===== config.mk =====
export PLATFORM = sky130hd
export DESIGN_NAME = hex_display_scanner
export DESIGN_NICKNAME = d
export VERILOG_FILES = /design/src/rtl/hex_display_scanner.sv
export SDC_FILE = /design/constraint.sdc
export NUM_CORES = 1
export LEC_CHECK = 0
export BUFFER_PORTS_ARGS = -buffer_cell sky130_fd_sc_hd__buf_2
export CAP_MARGIN = 25
export CORE_ASPECT_RATIO = 1.75
export CORE_MARGIN = 4
export CORE_UTILIZATION = 25
export CTS_BUF_LIST = sky130_fd_sc_hd__clkbuf_4 sky130_fd_sc_hd__clkbuf_8
export DETAILED_ROUTE_END_ITERATION = 8
export PLACE_DENSITY = 0.48
export SYNTH_ARGS = -nofsm -noshare
export SYNTH_HDL_FRONTEND = slang
export SYNTH_SLANG_ARGS = --single-unit

===== constraint.sdc =====
create_clock -name clk -period 4.1 [get_ports clk]
set_input_delay 0.205 -clock clk [delete_from_list [all_inputs] [get_ports clk]]
set_output_delay 0.205 -clock clk [all_outputs]
set_load 0.01 [all_outputs]

===== src/rtl/hex_display_scanner.sv =====
// hex_display_scanner
//   Time-multiplexes eight hex digits onto one shared 7-segment decoder.
//   A prescaler gives each digit TICK_DIV clocks of dwell. A new value is
//   captured into a shadow register on load. It moves to the displayed
//   (active) register only when the scan wraps from digit 7 to digit 0, so
//   a single frame never mixes digits from two values.
//
// Ports
//   clk         system clock, rising edge
//   reset       synchronous, active-high
//   value_in    eight nibbles, digit i = value_in[4i+3:4i]
//   load        one-cycle strobe capturing value_in
//   blank_lz    enables leading-zero blanking (digit 0 always lit)
//   number      registered nibble for the 7-segment decoder
//   digit_sel   registered active-low anode enables, one-cold or all ones
//   pending     a captured value is waiting for the next frame boundary
//   frame_done  one-cycle pulse after each 7->0 scan wrap
module hex_display_scanner #(
  parameter int TICK_DIV = 50000
) (
  input  logic        clk,
  input  logic        reset,
  input  logic [31:0] value_in,
  input  logic        load,
  input  logic        blank_lz,
  output logic [3:0]  number,
  output logic [7:0]  digit_sel,
  output logic        pending,
  output logic        frame_done
);

  localparam int CW = (TICK_DIV > 2) ? $clog2(TICK_DIV) : 1;
  localparam logic [CW-1:0] CNT_LAST = CW'(TICK_DIV - 1);

  logic [CW-1:0] count_q, count_d;
  logic [2:0]    idx_q, idx_d;
  logic [31:0]   shadow_q, shadow_d;
  logic [31:0]   active_q, active_d;
  logic          pending_q, pending_d;
  logic          frame_done_q, frame_done_d;
  logic [3:0]    number_q, number_d;
  logic [7:0]    digit_sel_q, digit_sel_d;

  logic          tick;
  logic          wrap;
  logic          blank;
  logic [31:0]   upper;

  assign tick = (count_q == CNT_LAST);
  assign wrap = tick && (idx_q == 3'd7);

  // Nibbles idx..7 shifted down to the bottom; all zero means this digit is
  // a leading zero.
  assign upper = active_q >> {idx_q, 2'b00};
  assign blank = blank_lz && (idx_q != 3'd0) && (upper == 32'd0);

  always_comb begin
    count_d      = tick ? '0 : count_q + CW'(1);
    idx_d        = tick ? idx_q + 3'd1 : idx_q;
    frame_done_d = wrap;
    shadow_d     = shadow_q;
    active_d     = active_q;
    pending_d    = pending_q;

    if (load) begin
      // A load on the wrap cycle goes straight to the display; otherwise it
      // waits in the shadow (last load wins).
      shadow_d = value_in;
      if (wrap) begin
        active_d  = value_in;
        pending_d = 1'b0;
      end else begin
        pending_d = 1'b1;
      end
    end else if (wrap && pending_q) begin
      active_d  = shadow_q;
      pending_d = 1'b0;
    end

    number_d    = blank ? 4'h0  : upper[3:0];
    digit_sel_d = blank ? 8'hFF : ~(8'h01 << idx_q);
  end

  always_ff @(posedge clk) begin
    if (reset) begin
      count_q      <= '0;
      idx_q        <= 3'd0;
      shadow_q     <= 32'd0;
      active_q     <= 32'd0;
      pending_q    <= 1'b0;
      frame_done_q <= 1'b0;
      number_q     <= 4'h0;
      digit_sel_q  <= 8'hFF;
    end else begin
      count_q      <= count_d;
      idx_q        <= idx_d;
      shadow_q     <= shadow_d;
      active_q     <= active_d;
      pending_q    <= pending_d;
      frame_done_q <= frame_done_d;
      number_q     <= number_d;
      digit_sel_q  <= digit_sel_d;
    end
  end

  assign number     = number_q;
  assign digit_sel  = digit_sel_q;
  assign pending    = pending_q;
  assign frame_done = frame_done_q;

endmodule

==> run summary <==
Largest family of logic cells by synthesized area: simple AND/OR/NAND/NOR gates
Avg Vias per Cell: 4.42
Setup TNS: 0 ps
Maximum VDD drop: 0.000119 V
Root Driver: clkbuf_8
Vias in the first global route: 3,157
Via count: 3,037
Worst-Skew Late Latency: 370 ps
Layout cells sized above 1: 24.0%
Met3 Use GR: 2.92%
Clk_skew: 12.3 ps
Worst Setup Path Type: flop to flop
Layout area overhead: 14.5%
Most common cell after layout, fill and taps aside: nor2_1
DRT antenna net count: 0
Fmax: 355 MHz
CTS max path bufs: 2
Worst-case reg-to-reg path depth: 6
Setup Viol. Count Final: 0
Post-synth EDFFs: 0
Post-synth cell types: 47
Drt wl/cell: 13.9 µm
Clk slew on worst S/H paths: 100 ps
R2R setup slack: 1290 ps
Kind of start point of the critical path: flop
Static leakage: 0.00176 µW
Core area: 16,400 µm²
Core Util, Final: 29.1%
Mapped cell area: 4190 µm²
Worst Path Arrival: 3110 ps
Net count reported at finish: 501
Syn avg cell area: 9.94 µm²
Crit end category: flop
Top cells by area, synth: dfxtp_1, mux2i_1, nor2_1
Multiplexer share of the synthesized area: 13.6%
Largest net degree at the start of global routing: 65
GRT busiest layer: met2
Row Count: 62
Power Dens Cells: 340 nW/µm²
Global Route Usage Sum: 10.6%
M2 GR Usage: 20.3%
Hold Path Class: input pin to flop
Crit-path max FO: 64
Slew headroom: 37.3%
# IOs: 50
Synthesized Nets: 464
R2R Path End: active_q[22]
Gp weighted congestion: 0.823
Remaining routing DRC violations: 0
CP max stage cell: nor2_8
Tcrit/Tclk final: 68.6%
Yosys top cell area share: 46.4%
Gr ovfl total: 0
Post-Synth Simple-Gate Area: 18.1%
RR Startpoint: count_q[11]
Worst hold path depth: 3
Most frequent cells in the layout: nor2_1, dfxtp_1, buf_2, mux2i_1, a211oi_2
Synth Flop Type: dfxtp_1
Asr flop ratio synth: 0%
Initial DRT Pass Iterations: 5
N_diodes: 0
Full die area: 19,000 µm²
WP data required: 4390 ps
Die Width: 106 µm
Cell taking the most area after synthesis: dfxtp_1
WHS: 112 ps
Flops & latches, synth: 97
Post-CTS Hold Fix Bufs: 0
Worst hold endpoint: shadow_q[24]
Adder-cell share of the synthesized area: 2.09%
Initial Util: 25.4%
H-tree levels: 3
Crit path cell chain: or4_4, nor4_4, nand2_2, nor2_8, nor2_1, a211oi_2
Port Buf Inserts: 49
Critical Path Max Stage Delay: 740 ps
Compound-cell area share of the yosys netlist: 12.9%
Post-Synth XOR/XNOR Area: 2.72%
Sequential fraction of the synthesis area: 46.4%
Synth Warn #: 0
Hold Path Origin: value_in[24]
Final Hold Viols: 0
Status: finished clean
Antenna violations before repair: 0
Max_cap viols: 0
Gates resized, CTS repair: 0
Detail Placement HPWL: 7160 µm
Design Power: 1630 µW
Clock tree sinks: 97
Met1 usage: 10.7%
CTS Buf Count: 9
Crit path time final: 2810 ps
DR iter-0 viols: 122
RSZ-0062 raised after global routing: false
Final Slew Violations: 0
First-pass GRT wire length: 15,800 µm
Worst Max-Slew Pin Slew: 940 ps
Die height: 179 µm
CTS tree: done
# Post-CTS Setup Buffers: 0
Layout fillers: 1,785
Mapped Cells: 421
Total routed wirelength: 9520 µm
==> cells in the mapped netlist (4+ instances only) <==
master	number
a211oi_1	6
a211oi_2	28
a21oi_1	6
buf_1	4
buf_2	5
clkbuf_1	13
dfxtp_1	97
ha_1	7
inv_1	8
mux2i_1	40
mux4_2	7
nand2_1	21
nand3_1	10
nand4_1	4
nor2_1	102
nor3_1	6
nor4_1	4
o21ai_0	4
xnor2_1	6
xor2_1	7
==> flip-flops by register name, summed over array words and instances, names as in the netlist <==
register	cells
active_q	32
shadow_q	32
count_q	16
digit_sel	8
number	4
idx_q	3
frame_done	1
pending	1
==> routing by layer <==
| metal | part of all wire, % | vias up |
|---|---|---|
| met5 | 0 | - |
| met4 | 2.4 | 0 |
| met3 | 3.6 | 16 |
| met2 | 57 | 49 |
| met1 | 37 | 1435 |
| li1 | - | 1537 |
==> worst max-delay path, delay by kind of cell (launching register included) <==
kind	cells	cell delay [ps]
AND/OR/NAND/NOR	5	2100
flip-flops	1	380
AO/OA/AOI/OAI	1	230
==> per-stage QoR <==
| stage | setup WS [ps] | instances | cell area (µm²) |
|---|---|---|---|
| 2_1_floorplan | 1810 | 421 | 4190 |
| 4_1_cts | 1250 | 686 | 4770 |
| 5_1_grt | 964 | 687 | 4790 |
| 3_3_place_gp | 1420 | 670 | 4600 |
| 6_report | 1290 | 687 | 4790 |
| 3_5_place_dp | 1290 | 670 | 4600 |
==> worst max path at each step <==
stage          depth (start not counted)  slack, ps      endpoint         from
2_1_floorplan                          8       1810  digit_sel[3]     idx_q[0]
5_1_grt                                6        960  active_q[22]  count_q[11]
3_5_place_dp                           6       1290  active_q[30]  count_q[11]
4_1_cts                                6       1250  active_q[22]  count_q[11]
3_3_place_gp                           6       1420   active_q[9]  count_q[11]
6_report                               6       1290  active_q[22]  count_q[11]
==> final cells by class <==
type                            count  area (µm²)  area share, %
Inverter                            8        30.0          0.627
Tap cell                          224         280           5.85
Sequential cell                    97        1940           40.5
Multi-Input combinational cell    288        2070           43.2
Timing Repair Buffer               54         295           6.16
Clock buffer                       10         131           2.74
Clock inverter                      6        45.0          0.940
==> report_power, final <==
part	switching (µW)	internal (µW)	leakage (µW)	total, µW
clock network	336	228	0.0000819	564
logic	57.3	38.7	0.000885	96.0
registers	6.73	963	0.000789	970
total	400	1230	0.00176	1630
==> cell families (layout without fill, tap and decap cells) <==
group | Yosys count | count (layout)
DFF | 97 | 97
muxes | 48 | 48
xor gates and xnor gates | 13 | 13
adders and majority gates | 7 | 7
and+or+nand+nor | 165 | 165
buffers and inverters | 36 | 78
AOI/OAI and AO/OA | 55 | 55
(Power assumes the default switching activity.)
